File: src/rtl/video_capture_if.sv
// video_capture_if: raw pixel/sync input bus and aligned capture output bus.
interface video_capture_if;
  logic        pe_i;
  logic [15:0] DATA_in;
  logic        HSYNC_in;
  logic        VSYNC_in;
  logic [15:0] DATA_o;
  logic        DE_o;
  logic        HSYNC_o;
  logic        VSYNC_o;
  logic [8:0]  xpos_o;
  logic [8:0]  ypos_o;
  logic        FID_o;
  logic        frame_change_o;
  logic [10:0] h_total_o;
  logic [9:0]  v_total_o;
  logic        locked_o;
  modport master (
    output pe_i, DATA_in, HSYNC_in, VSYNC_in,
    input  DATA_o, DE_o, HSYNC_o, VSYNC_o, xpos_o, ypos_o, FID_o, frame_change_o,
           h_total_o, v_total_o, locked_o
  );
  modport slave (
    input  pe_i, DATA_in, HSYNC_in, VSYNC_in,
    output DATA_o, DE_o, HSYNC_o, VSYNC_o, xpos_o, ypos_o, FID_o, frame_change_o,
           h_total_o, v_total_o, locked_o
  );
endinterface

File: src/rtl/video_capture.sv
// video_capture: measures line/frame timing of a pe-qualified pixel bus and emits an aligned active-area stream.
module video_capture #(
  parameter int H_ACTIVE    = 384,
  parameter int V_ACTIVE    = 224,
  parameter int H_START     = 64,
  parameter int V_START     = 16,
  parameter int LOCK_FRAMES = 4
) (
  input logic            PCLK_i,
  input logic            reset_i,
  video_capture_if.slave bus
);
  typedef enum logic [1:0] {UNLOCKED, CHECK, LOCKED} state_t;
  localparam int LW = $clog2(LOCK_FRAMES + 1);
  localparam logic [10:0]   HS0 = 11'(H_START);
  localparam logic [10:0]   HS1 = 11'(H_START + H_ACTIVE);
  localparam logic [9:0]    VS0 = 10'(V_START);
  localparam logic [9:0]    VS1 = 10'(V_START + V_ACTIVE);
  localparam logic [9:0]    VFC = 10'(V_START + 2);
  localparam logic [LW-1:0] LF  = LW'(LOCK_FRAMES);
  state_t        r_state, w_state_n;
  logic [LW-1:0] r_lcnt, w_lcnt_n;
  logic [10:0]   r_h_cnt, r_h_tot, w_h_inc, w_h_cnt_n, w_h_tot_n;
  logic [9:0]    r_v_cnt, r_v_tot, w_v_inc, w_v_cnt_n, w_v_tot_n;
  logic [15:0]   r_data;
  logic          r_hs, r_vs, r_pend, r_fid, r_fc, r_pe;
  logic          w_hfall, w_vfall, w_pend, w_fe, w_bad, w_fid_n, w_fc_n, w_act;
  assign w_hfall   = !bus.HSYNC_in && r_hs;
  assign w_vfall   = !bus.VSYNC_in && r_vs;
  assign w_pend    = r_pend || w_vfall;
  assign w_fe      = w_hfall && w_pend;
  assign w_h_inc   = r_h_cnt + 11'(r_h_cnt != '1);
  assign w_v_inc   = r_v_cnt + 10'(r_v_cnt != '1);
  assign w_h_cnt_n = w_hfall ? '0 : w_h_inc;
  assign w_h_tot_n = w_hfall ? w_h_inc : r_h_tot;
  assign w_v_cnt_n = w_fe ? '0 : w_hfall ? w_v_inc : r_v_cnt;
  assign w_v_tot_n = w_fe ? w_v_inc : r_v_tot;
  assign w_fid_n   = w_vfall ? (w_h_cnt_n >= (w_h_tot_n >> 1)) : r_fid;
  assign w_fc_n    = (w_hfall && w_v_cnt_n == VS0) ? 1'b1 : (w_hfall && w_v_cnt_n == VFC) ? 1'b0 : r_fc;
  // Any timing disagreement or a line with no HSYNC drops lock immediately
  assign w_bad     = (w_hfall && w_h_tot_n != r_h_tot) || (w_fe && w_v_tot_n != r_v_tot) || w_h_cnt_n == '1;
  assign w_act     = r_pe && r_state == LOCKED && r_h_cnt >= HS0 && r_h_cnt < HS1 && r_v_cnt >= VS0 && r_v_cnt < VS1;
  always_comb begin
    w_state_n = r_state;
    w_lcnt_n  = r_lcnt;
    if (w_bad) begin
      w_state_n = UNLOCKED;
      w_lcnt_n  = '0;
    end else if (r_state == UNLOCKED && w_vfall) begin
      w_state_n = CHECK;
    end else if (r_state == CHECK && w_fe) begin
      w_lcnt_n  = r_lcnt + LW'(1);
      w_state_n = (w_lcnt_n == LF) ? LOCKED : CHECK;
    end
  end
  always_ff @(posedge PCLK_i) begin
    if (reset_i) begin
      r_state <= UNLOCKED;
      r_lcnt  <= '0;
      r_h_cnt <= '0;
      r_h_tot <= '0;
      r_v_cnt <= '0;
      r_v_tot <= '0;
      r_data  <= '0;
      r_hs    <= 1'b1;
      r_vs    <= 1'b1;
      r_pend  <= 1'b0;
      r_fid   <= 1'b0;
      r_fc    <= 1'b0;
      r_pe    <= 1'b0;
    end else begin
      r_pe <= bus.pe_i;
      if (bus.pe_i) begin
        r_state <= w_state_n;
        r_lcnt  <= w_lcnt_n;
        r_h_cnt <= w_h_cnt_n;
        r_h_tot <= w_h_tot_n;
        r_v_cnt <= w_v_cnt_n;
        r_v_tot <= w_v_tot_n;
        r_data  <= bus.DATA_in;
        r_hs    <= bus.HSYNC_in;
        r_vs    <= bus.VSYNC_in;
        r_pend  <= w_pend && !w_hfall;
        r_fid   <= w_fid_n;
        r_fc    <= w_fc_n;
      end
    end
  end
  always_ff @(posedge PCLK_i) begin
    if (reset_i) begin
      bus.DATA_o         <= '0;
      bus.DE_o           <= 1'b0;
      bus.HSYNC_o        <= 1'b1;
      bus.VSYNC_o        <= 1'b1;
      bus.xpos_o         <= '0;
      bus.ypos_o         <= '0;
      bus.FID_o          <= 1'b0;
      bus.frame_change_o <= 1'b0;
      bus.h_total_o      <= '0;
      bus.v_total_o      <= '0;
      bus.locked_o       <= 1'b0;
    end else begin
      bus.DE_o           <= w_act;
      bus.HSYNC_o        <= r_hs;
      bus.VSYNC_o        <= r_vs;
      bus.FID_o          <= r_fid;
      bus.frame_change_o <= r_fc;
      bus.h_total_o      <= r_h_tot;
      bus.v_total_o      <= r_v_tot;
      bus.locked_o       <= r_state == LOCKED;
      if (w_act) begin
        bus.DATA_o <= r_data;
        bus.xpos_o <= 9'(r_h_cnt - HS0);
        bus.ypos_o <= 9'(r_v_cnt - VS0);
      end else if (r_pe && r_v_cnt < VS0) begin
        bus.ypos_o <= '0;
      end
    end
  end
endmodule

File: src/flat_wrapper.sv
// flat-port wrapper written by rule: the top's interface ports become plain ports
module video_capture_flat 
#(
  parameter int H_ACTIVE    = 384,
  parameter int V_ACTIVE    = 224,
  parameter int H_START     = 64,
  parameter int V_START     = 16,
  parameter int LOCK_FRAMES = 4
)
  (PCLK_i, reset_i, bus_pe_i, bus_DATA_in, bus_HSYNC_in, bus_VSYNC_in, bus_DATA_o, bus_DE_o, bus_HSYNC_o, bus_VSYNC_o, bus_xpos_o, bus_ypos_o, bus_FID_o, bus_frame_change_o, bus_h_total_o, bus_v_total_o, bus_locked_o);
  video_capture_if bus_i ();
  input logic PCLK_i;
  input logic reset_i;
  input wire logic [$bits(bus_i.pe_i)-1:0] bus_pe_i;
  input wire logic [$bits(bus_i.DATA_in)-1:0] bus_DATA_in;
  input wire logic [$bits(bus_i.HSYNC_in)-1:0] bus_HSYNC_in;
  input wire logic [$bits(bus_i.VSYNC_in)-1:0] bus_VSYNC_in;
  output wire logic [$bits(bus_i.DATA_o)-1:0] bus_DATA_o;
  output wire logic [$bits(bus_i.DE_o)-1:0] bus_DE_o;
  output wire logic [$bits(bus_i.HSYNC_o)-1:0] bus_HSYNC_o;
  output wire logic [$bits(bus_i.VSYNC_o)-1:0] bus_VSYNC_o;
  output wire logic [$bits(bus_i.xpos_o)-1:0] bus_xpos_o;
  output wire logic [$bits(bus_i.ypos_o)-1:0] bus_ypos_o;
  output wire logic [$bits(bus_i.FID_o)-1:0] bus_FID_o;
  output wire logic [$bits(bus_i.frame_change_o)-1:0] bus_frame_change_o;
  output wire logic [$bits(bus_i.h_total_o)-1:0] bus_h_total_o;
  output wire logic [$bits(bus_i.v_total_o)-1:0] bus_v_total_o;
  output wire logic [$bits(bus_i.locked_o)-1:0] bus_locked_o;
  assign bus_i.pe_i = bus_pe_i;
  assign bus_i.DATA_in = bus_DATA_in;
  assign bus_i.HSYNC_in = bus_HSYNC_in;
  assign bus_i.VSYNC_in = bus_VSYNC_in;
  assign bus_DATA_o = bus_i.DATA_o;
  assign bus_DE_o = bus_i.DE_o;
  assign bus_HSYNC_o = bus_i.HSYNC_o;
  assign bus_VSYNC_o = bus_i.VSYNC_o;
  assign bus_xpos_o = bus_i.xpos_o;
  assign bus_ypos_o = bus_i.ypos_o;
  assign bus_FID_o = bus_i.FID_o;
  assign bus_frame_change_o = bus_i.frame_change_o;
  assign bus_h_total_o = bus_i.h_total_o;
  assign bus_v_total_o = bus_i.v_total_o;
  assign bus_locked_o = bus_i.locked_o;
  video_capture #(.H_ACTIVE(H_ACTIVE), .V_ACTIVE(V_ACTIVE), .H_START(H_START), .V_START(V_START), .LOCK_FRAMES(LOCK_FRAMES)) u_core (.PCLK_i(PCLK_i), .reset_i(reset_i), .bus(bus_i));
endmodule
File: config.mk
export PLATFORM = sky130hd
export DESIGN_NAME = video_capture_flat
export DESIGN_NICKNAME = d
export VERILOG_FILES = /design/src/rtl/video_capture_if.sv /design/src/rtl/video_capture.sv /design/src/flat_wrapper.sv
export SDC_FILE = /design/constraint.sdc
export NUM_CORES = 1
export LEC_CHECK = 0
export ABC_AREA = 0
export CORE_UTILIZATION = 59
export DETAILED_ROUTE_END_ITERATION = 7
export HOLD_SLACK_MARGIN = 0.03
export PLACE_DENSITY = 0.9
export SETUP_SLACK_MARGIN = 0.3
export SYNTH_ARGS = -nofsm -noshare
export SYNTH_HDL_FRONTEND = slang
export SYNTH_SLANG_ARGS = --single-unit
File: constraint.sdc
create_clock -name PCLK_i -period 5.1 [get_ports PCLK_i]
set_clock_uncertainty 0.15 [all_clocks]
set_input_delay 0.51 -clock PCLK_i [delete_from_list [all_inputs] [get_ports PCLK_i]]
set_output_delay 0.51 -clock PCLK_i [all_outputs]
set_load 0.02 [all_outputs]
# Yosys cells after proc, flatten, opt, wreduce, memory -nomap -nowiden
# Index checks and enable logic that the tools add are counted.
[word_totals] out_inout_bits=61 word_cells=93 input_bits=21 regBits=130
[op_classes] add_sub_neg=5 reduce_logical=31 magnitude_cmp=6 n_eq_ne=11 mux=16
[op_table] op="$mux 10" count=3
[op_table] op="$mux 11" count=2
[op_table] op="$eq 10x5->1 const B" count=2
[op_table] op="$mux 9" count=2
[op_table] op="$logic_and 1x1->1" count=16
[op_table] op="$add 11x1->11" count=1
[op_table] op="$eq 11x11->1 const B" count=1
[op_table] op="$ge 11x10->1" count=1
[op_table] op="$ge 11x7->1 const B" count=1
[op_table] op="$lt 11x9->1 const B" count=1
[op_table] op="$ne 11x11->1" count=1
[op_table] op="$ne 11x11->1 const B" count=1
[op_table] op="$add 10x1->10" count=1
[op_table] op="$ge 10x5->1 const B" count=1
[op_table] op="$lt 10x5->1 const B" count=1
[op_table] op="$lt 10x8->1 const B" count=1
[op_table] op="$ne 10x10->1" count=1
[op_table] op="$ne 10x10->1 const B" count=1
[op_table] op="$mux 3" count=3
[op_table] op="$sub 9x5->9 const B" count=1
[op_table] op="$sub 9x7->9 const B" count=1
[op_table] op="$mux 2" count=4
[op_table] op="$reduce_and 2->1" count=3
[op_table] op="$reduce_bool 2->1" count=3
[op_table] op="other kinds (11)" count=16

# Logic depth before layout (Yosys ltp)
# Gate-level depths: netlist of run 1.
[depth] depth_word=11 ltp_mapped=16 mapped_depth_nobuf=16

# Worst setup path before layout of run 1
# OpenSTA, ideal clock, no wires.
[synth_path] path_kind="reg-to-reg" from="register u_core.r_h_cnt[7]" to="register u_core.r_state[1]" synth_period_minus_slack_ns=3.482 required_ns=4.864 slack_ns=1.618 path_buffers=0 path_stages_with_launch=14 setup_time_ns=0.086 arrival_ns=3.245 cell_sequence="dfxtp_1 > ha_1 > and3_1 > nand3_1 > ha_1 > ha_1 > nand3_4 > nor2_1 > xnor2_1 > mux2_2 > or4_4 > o41ai_4 > nand2_2 > a221oi_2"
[synth_via] elab_chain_cells=9 elab_cells_between_ends=12 classes_between="add/sub: 1; eq/ne: 3; mux: 3; reduce/logical: 5"
[synth_lines] element="start: declaration" line_no="video_capture.sv:23" text="logic [10:0] r_h_cnt, r_h_tot, w_h_inc, w_h_cnt_n, w_h_tot_n;"
[synth_lines] element="start signal: assignment" line_no="video_capture.sv:76" text="r_h_cnt <= w_h_cnt_n;"
[synth_lines] element="$ne 11x11->1" line_no="video_capture.sv:32" text="assign w_h_inc = r_h_cnt + 11'(r_h_cnt != '1);"
[synth_lines] element="$add 11x1->11 *" line_no="video_capture.sv:32"
[synth_lines] element="$mux 11" line_no="video_capture.sv:35" text="assign w_h_tot_n = w_hfall ? w_h_inc : r_h_tot;"
[synth_lines] element="$ne 11x11->1" line_no="video_capture.sv:41" text="assign w_bad = (w_hfall && w_h_tot_n != r_h_tot) || (w_fe && w_v_tot_n != r_v_tot) || w_h_cnt_n == '1;"
[synth_lines] element="$logic_and 1x1->1" line_no="video_capture.sv:41"
[synth_lines] element="$logic_or 1x1->1" line_no="video_capture.sv:41"
[synth_lines] element="$logic_or 1x1->1 *" line_no="video_capture.sv:41"
[synth_lines] element="$reduce_bool 3->1 (no line)"
[synth_lines] element="$reduce_and 2->1 (no line)"
[synth_lines] element="end signal: assignment" line_no="video_capture.sv:74" text="r_state <= w_state_n;"
[synth_lines] element="end: declaration" line_no="video_capture.sv:21" text="state_t r_state, w_state_n;"
# Every way passes the cells marked *; elsewhere a longest branch is shown, timed or not.
# A chain may end at the register's enable or synchronous reset.

# Final worst setup path of run 1
[layout_path] from="register u_core.r_h_cnt[6]" to="register u_core.r_state[0]"
# The elaborated chain is that of the path after synthesis.

==> results.py, run 1 <==
metrics = {
    "global_routing": {
        "grt_antenna_before_repair": 0,
        "grt_first_pass_wirelength_mm": 23.81,
        "gr-usage-all-layers_pct": 29.68,
        "gr-total-overflow": 0,
        "grt_max_degree": 114,
        "grt_pass1_vias": 4921,
    },
    "worst_setup_path": {
        "crit_type": "flip-flop to flip-flop",
        "critPathLaunchType": "flip-flop",
        "endpoint_kind": "flip-flop",
        "worst-path-max-fanout": 9,
        "worstPathArrival_ps": 4320,
        "required_ps": 5350,
    },
    "place": {
        "place_congestion": 0.9089,
        "portBuffers": 81,
        "hpwlAfterDp_mm": 9.537,
    },
    "min_path": {
        "min_path_type": "flip-flop to flip-flop",
    },
    "finish": {
        "final_nets": 771,
        "drive_gt1_share_pct": 7.422,
        "final_common_cell": "dfxtp_1",
        "postLayoutCoreUtil_pct": 75.63,
        "seqCellArea_mm2": 0.002603,
        "diodes": 0,
        "final.fill_count": 693,
        "area_growth_pct": 24.52,
        "layout_common_cells": "dfxtp_1, nor2_1, clkdlybuf4s50_1",
        "multi_input_area_mm2": 0.003102,
    },
    "synthesis": {
        "async_reset_ff_share_pct": 0,
        "yosysSeqAreaShare_pct": 44.04,
        "yosysUniqueCellTypes": 52,
        "avgSynthCellArea_um2": 8.927,
        "syn_inst": 662,
        "synth_edf_count": 0,
        "ys_ff_latch": 130,
        "yosys_most_used_dff": "dfxtp_1",
        "netlist_area_mm2": 0.005909,
        "yosys_warnings": 0,
        "syn_nets": 705,
    },
    "clocking": {
        "clkLatencyLatePin_ps": 520,
        "htree_levels": 4,
        "hold_buffers": 0,
        "cts_setup_buffers": 0,
        "ctsResizeCount": 0,
        "cts_made_buffers": 17,
        "clockBufferDepth": 2,
        "cts_tree": "yes",
        "cts.clk_slew.worst_paths_ps": 60,
        "cts_sinks": 130,
        "clockRootBuffer": "clkbuf_8",
    },
    "power": {
        "irDropWorstVdd_mv": 0.2491,
        "power.density_mw_per_mm2": 334.0,
        "leakage_uw": 0.002759,
    },
    "route": {
        "wl_per_cell_um": 16.93,
        "drc": 0,
        "first_pass_iters": 5,
        "viasPerCell": 5.868,
        "num_vias": 5129,
        "finalWirelength_mm": 14.80,
        "final_antenna_net_count": 0,
        "drt-initial-drc-count": 400,
    },
    "sta": {
        "maxSlewViolCount": 0,
        "setup_viol": 0,
        "finalHoldViolations": 0,
        "rsz0062_at_grt": "no",
        "slew_headroom_pct": 23.33,
        "period_minus_slack_ps": 4069,
        "finalSetupTns_ps": 0,
        "worst_pin_slew_ps": 1150,
        "max_freq_ghz": 0.2457,
        "period_share_pct": 79.79,
    },
    "run": {
        "maxCapViolations": 0,
    },
    "floorplanning": {
        "start_util_pct": 60.74,
        "dieArea_mm2": 0.01042,
        "die_h_um": 102.1,
        "core_mm2": 0.009729,
        "fp-row-count": 36,
        "die_w_um": 102.1,
        "ios": 82,
    },
    "outcome": {
        "status": "finished, final reports clean",
    },
}
==> per-layer routing <==
layer	up-vias	track usage [%]	routed length (um)
met5	-	0	0
met3	44	9.097	1396
met4	0	13.41	367
li1	2436	-	-
met1	2384	36.95	6109
met2	265	47.34	6926
==> cells in the mapped netlist (21+ instances only) <==
library cell	number	area share, %
nor2b_1	24	2.5
nand2_1	39	2.5
o21ai_0	21	1.8
nor2_1	110	7.0
a21oi_1	37	3.1
dfxtp_1	130	44
clkbuf_1	28	1.8
mux2i_1	44	7.5
ha_1	22	4.7
nand3_1	24	2.0
a211oi_1	21	2.7
xnor2_1	25	3.7
==> sequential cells by signal, summed over array words and instances, names as in the netlist <==
name and flops:
u_core.bus.h_total_o 11, u_core.r_state 2, u_core.bus.frame_change_o 1, u_core.r_fc 1
u_core.bus.VSYNC_o 1, u_core.r_lcnt 3, u_core.r_fid 1, u_core.r_h_tot 11
u_core.bus.locked_o 1, u_core.bus.xpos_o 9, u_core.bus.ypos_o 9, u_core.bus.FID_o 1
u_core.bus.DE_o 1, u_core.r_pend 1, u_core.r_v_tot 10, u_core.bus.HSYNC_o 1
u_core.r_data 16, u_core.r_v_cnt 10, u_core.r_hs 1, u_core.bus.DATA_o 16
u_core.r_pe 1, u_core.r_vs 1, u_core.r_h_cnt 11, u_core.bus.v_total_o 10
==> where the power goes <==
group	switching (uW)	leakage [uW]	total [uW]	internal [uW]
clock network	465	0.000281	1200	737
registers	21.7	0.00106	1070	1050
logic	106	0.00142	188	81.5
==> cells by family after synthesis <==
logic type,share of synthesized area (%)
buffers and inverters,3.557
xor gates and xnor gates,6.521
and+or+nand+nor,21.05
AOI/OAI and AO/OA,12.53
DFF,44.04
adders and majority gates,4.658
muxes,7.643
==> per-stage QoR <==
stage	hold WS, ps	std cells	setup WS (ps)	power, uW	cell area [um2]
floorplan	266.0	662	1618	1207	5909
global placement	284.7	842	1341	1261	6771
detailed placement	285.9	842	1186	1270	6771
CTS	295.9	874	1086	2459	7358
global route	322.3	874	874.8	2533	7358
finish	295.6	874	1031	2457	7358
==> area by class of cell <==
| type | count | area share, % |
|---|---|---|
| well taps | 133 | 2.262 |
| clock inverters | 11 | 1.734 |
| flip-flops and latches | 130 | 35.37 |
| repair buffers | 87 | 11.53 |
| inverters | 14 | 0.7142 |
| multi-input cells | 478 | 42.15 |
| clock buffers | 21 | 6.240 |
==> worst max-delay path, stage by stage (launching register included) <==
cell and delay, ps:
dfxtp_1 530, ha_1 230, and3_1 180, nand3_1 80, ha_1 220, ha_1 260, nand3_4 130, nor2_1 60
xnor2_1 320, mux2_2 380, or4_4 500, o41ai_4 410, nand2_2 160, a211oi_1 340
==> worst paths after layout <==
| path | startpoint | end | depth (start not counted) | slack (ps) |
|---|---|---|---|---|
| setup / recovery | u_core.r_h_cnt[6] | u_core.r_state[0] | 13 | 1030 |
| setup reg to reg | u_core.r_h_cnt[6] | u_core.r_state[0] | 13 | 1030 |
| hold / removal | u_core.r_fc | u_core.bus.frame_change_o | 2 | 300 |
| hold reg to reg | u_core.r_fc | u_core.bus.frame_change_o | 2 | 300 |
Note: power is estimated with default switching activity, not from simulation.
==> inputs of run 2 (changes only) <==
--- a/config.mk
+++ b/config.mk
@@ -6,10 +6,10 @@
 export NUM_CORES = 1
 export LEC_CHECK = 0
 export ABC_AREA = 0
-export CORE_UTILIZATION = 59
+export CORE_UTILIZATION = 49
 export DETAILED_ROUTE_END_ITERATION = 7
 export HOLD_SLACK_MARGIN = 0.03
-export PLACE_DENSITY = 0.9
+export PLACE_DENSITY = 0.81
 export SETUP_SLACK_MARGIN = 0.3
 export SYNTH_ARGS = -nofsm -noshare
 export SYNTH_HDL_FRONTEND = slang
==> constraint.sdc (replaced) <==
create_clock -name PCLK_i -period 3.5 [get_ports PCLK_i]
set_clock_uncertainty 0.15 [all_clocks]
set_input_delay 0.35 -clock PCLK_i [delete_from_list [all_inputs] [get_ports PCLK_i]]
set_output_delay 0.35 -clock PCLK_i [all_outputs]
set_load 0.02 [all_outputs]
==> run 2 against run 1 <==
  * The flow now finishes with violations (design-rule violations)
  * First-iteration DRC count fell by 21%
  * Wire length rose by 2.1%
  * Non-clock buffer count rose by 41
  * Die area rose by 20%
  * Via count rose by 0.80%
  * Critical path depth did not move
  * Cell area rose by 7.5%
  * Critical endpoint is now u_core.r_state[1]
==> results.py, run 2 (synthesis gave the netlist of run 1 again) <==
metrics = {
    "place": {
        "hpwlAfterDp_mm": 10.25,
        "placedCellCount": 880,
        "place_congestion": 0.9168,
        "portBuffers": 81,
    },
    "global_routing": {
        "grt_antenna_before_repair": 0,
        "grt_max_degree": 68,
        "gr-total-overflow": 0,
        "grt_first_pass_wirelength_mm": 24.74,
        "grt_pass1_vias": 4983,
        "gr-usage-all-layers_pct": 25.16,
    },
    "route": {
        "viasPerCell": 5.589,
        "first_pass_iters": 8,
        "finalWirelength_mm": 15.11,
        "drc": 6,
        "num_vias": 5170,
        "final_antenna_net_count": 0,
        "drt-initial-drc-count": 315,
        "wl_per_cell_um": 16.33,
    },
    "floorplanning": {
        "dieArea_mm2": 0.01250,
        "fp-row-count": 39,
        "core_mm2": 0.01156,
        "die_w_um": 111.8,
        "start_util_pct": 51.10,
        "ios": 82,
        "die_h_um": 111.8,
    },
    "sta": {
        "slew_headroom_pct": 49.04,
        "worst_pin_slew_ps": 745.1,
        "period_share_pct": 95.73,
        "finalSetupTns_ps": 0,
        "setup_viol": 0,
        "max_freq_ghz": 0.2985,
        "finalHoldViolations": 0,
        "period_minus_slack_ps": 3351,
        "maxSlewViolCount": 0,
        "rsz0062_at_grt": "yes",
    },
    "clocking": {
        "clkLatencyLatePin_ps": 420,
        "cts_tree": "yes",
        "cts_sinks": 130,
        "htree_levels": 4,
        "cts.clk_slew.worst_paths_ps": 60,
        "clockRootBuffer": "clkbuf_16",
        "cts_made_buffers": 17,
        "clockBufferDepth": 2,
    },
    "finish": {
        "top_regs": "u_core.bus.DATA_o x16, u_core.r_data x16",
        "final_nets": 812,
        "layout_common_cells": "dfxtp_1, nor2_1, clkdlybuf4s50_1",
        "stdcell_count": 925,
        "diodes": 0,
        "drive_gt1_share_pct": 15.47,
        "final_common_cell": "dfxtp_1",
        "final.fill_count": 909,
        "area_growth_pct": 33.86,
    },
    "outcome": {
        "status": "finished, violations left",
        "violations": "design-rule violations",
    },
    "min_path": {
        "min_path_type": "input pin to flip-flop",
        "hold_depth": 2,
    },
    "power": {
        "leakage_uw": 0.003004,
        "irDropWorstVdd_mv": 0.3961,
        "power.density_mw_per_mm2": 471.6,
    },
    "worst_setup_path": {
        "required_ps": 3690,
        "crit_type": "flip-flop to flip-flop",
        "r2r_cells": 13,
        "endpoint_kind": "flip-flop",
        "critPathLaunchType": "flip-flop",
        "worstPathArrival_ps": 3540,
        "worst-path-max-fanout": 6,
    },
    "run": {
        "maxCapViolations": 0,
    },
}
run 2: changes by cell type in the layout (fill, tap and decap cells not counted), sizes merged:
cell,delta
bufinv,+1
clkdlybuf4s50,+1
clkinv,+1
buf,+40
clkinvlp,-2
run 2: routing by layer:
layer	routed length [um]	share of wire [%]	global-route usage (%)	vias to the layer above
met5	0	0	0	-
met4	363	2.4	11.89	0
met3	1099	7.3	7.567	32
li1	-	-	-	2515
met1	6667	44	31.91	2424
met2	6976	46	39.13	199
run 2: critical path, cell delays in order (launching register included):
cell      delay (ps)
dfxtp_2          350
ha_4             130
and3_4           190
nand3_4           70
ha_4             180
ha_4             160
nand3_4           90
nor2_4            60
xnor2_4          200
mux2_4           320
or4_4            550
o41ai_4          410
nand2_2          150
a221oi_2         250
run 2: area by class of cell:
cell class                 count  area (um2)  area share, %
clock buffer                  21       491.7          6.216
multi-input combinational    478        3263          41.25
tap                          143       178.9          2.262
inverter                      14       52.55         0.6643
clock inverter                11       147.6          1.867
timing repair buffer         128        1161          14.68
sequential                   130        2615          33.06
run 2: path summary, 6_finish.rpt:
| kind | start | to | slack (ps) |
|---|---|---|---|
| max | u_core.r_h_cnt[6] | u_core.r_state[1] | 150 |
| min | reset_i | u_core.r_h_cnt[9] | 300 |
| max reg2reg | u_core.r_h_cnt[6] | u_core.r_state[1] | 150 |
| min reg2reg | u_core.bus.ypos_o[4] | u_core.bus.ypos_o[4] | 320 |
run 2: report_power, final:
group	total (uW)	leakage, uW	switching (uW)	internal (uW)
clock	1890	0.000315	668	1220
combinational	289	0.00163	155	134
sequential	1550	0.00106	30.6	1520
run 2: metrics by stage:
stage | hold slack (ps) | cell area, um2 | power (uW) | utilization, % | worst slack, ps
2_1_floorplan | 266.0 | 6005 | 1761 | - | 234.2
3_3_place_gp | 292.5 | 7082 | 1851 | 61.24 | 151.4
3_5_place_dp | 308.1 | 7082 | 1858 | 61.24 | 39.53
4_1_cts | 290.2 | 7888 | 3749 | 68.20 | 216.2
5_1_grt | 326.7 | 7910 | 3849 | 68.40 | 52.56
6_report | 304.4 | 7910 | 3730 | 68.40 | 149.4
run 2: repair_timing:
item | 4_1_cts | 5_1_grt
hold buffers | 0 | 0
gates resized for setup | 19 | 0
setup endpoints to repair | 6 | 6
pin swaps | 21 | 6
setup buffers | 10 | 3
==> inputs of run 3 (changes only) <==
--- a/config.mk
+++ b/config.mk
@@ -6,6 +6,7 @@
 export NUM_CORES = 1
 export LEC_CHECK = 0
 export ABC_AREA = 0
+export CAP_MARGIN = 15
 export CORE_UTILIZATION = 49
 export DETAILED_ROUTE_END_ITERATION = 7
 export HOLD_SLACK_MARGIN = 0.03
==> results of run 3 <==
No change in the layout: final DEF, timing and power equal those of run 2.
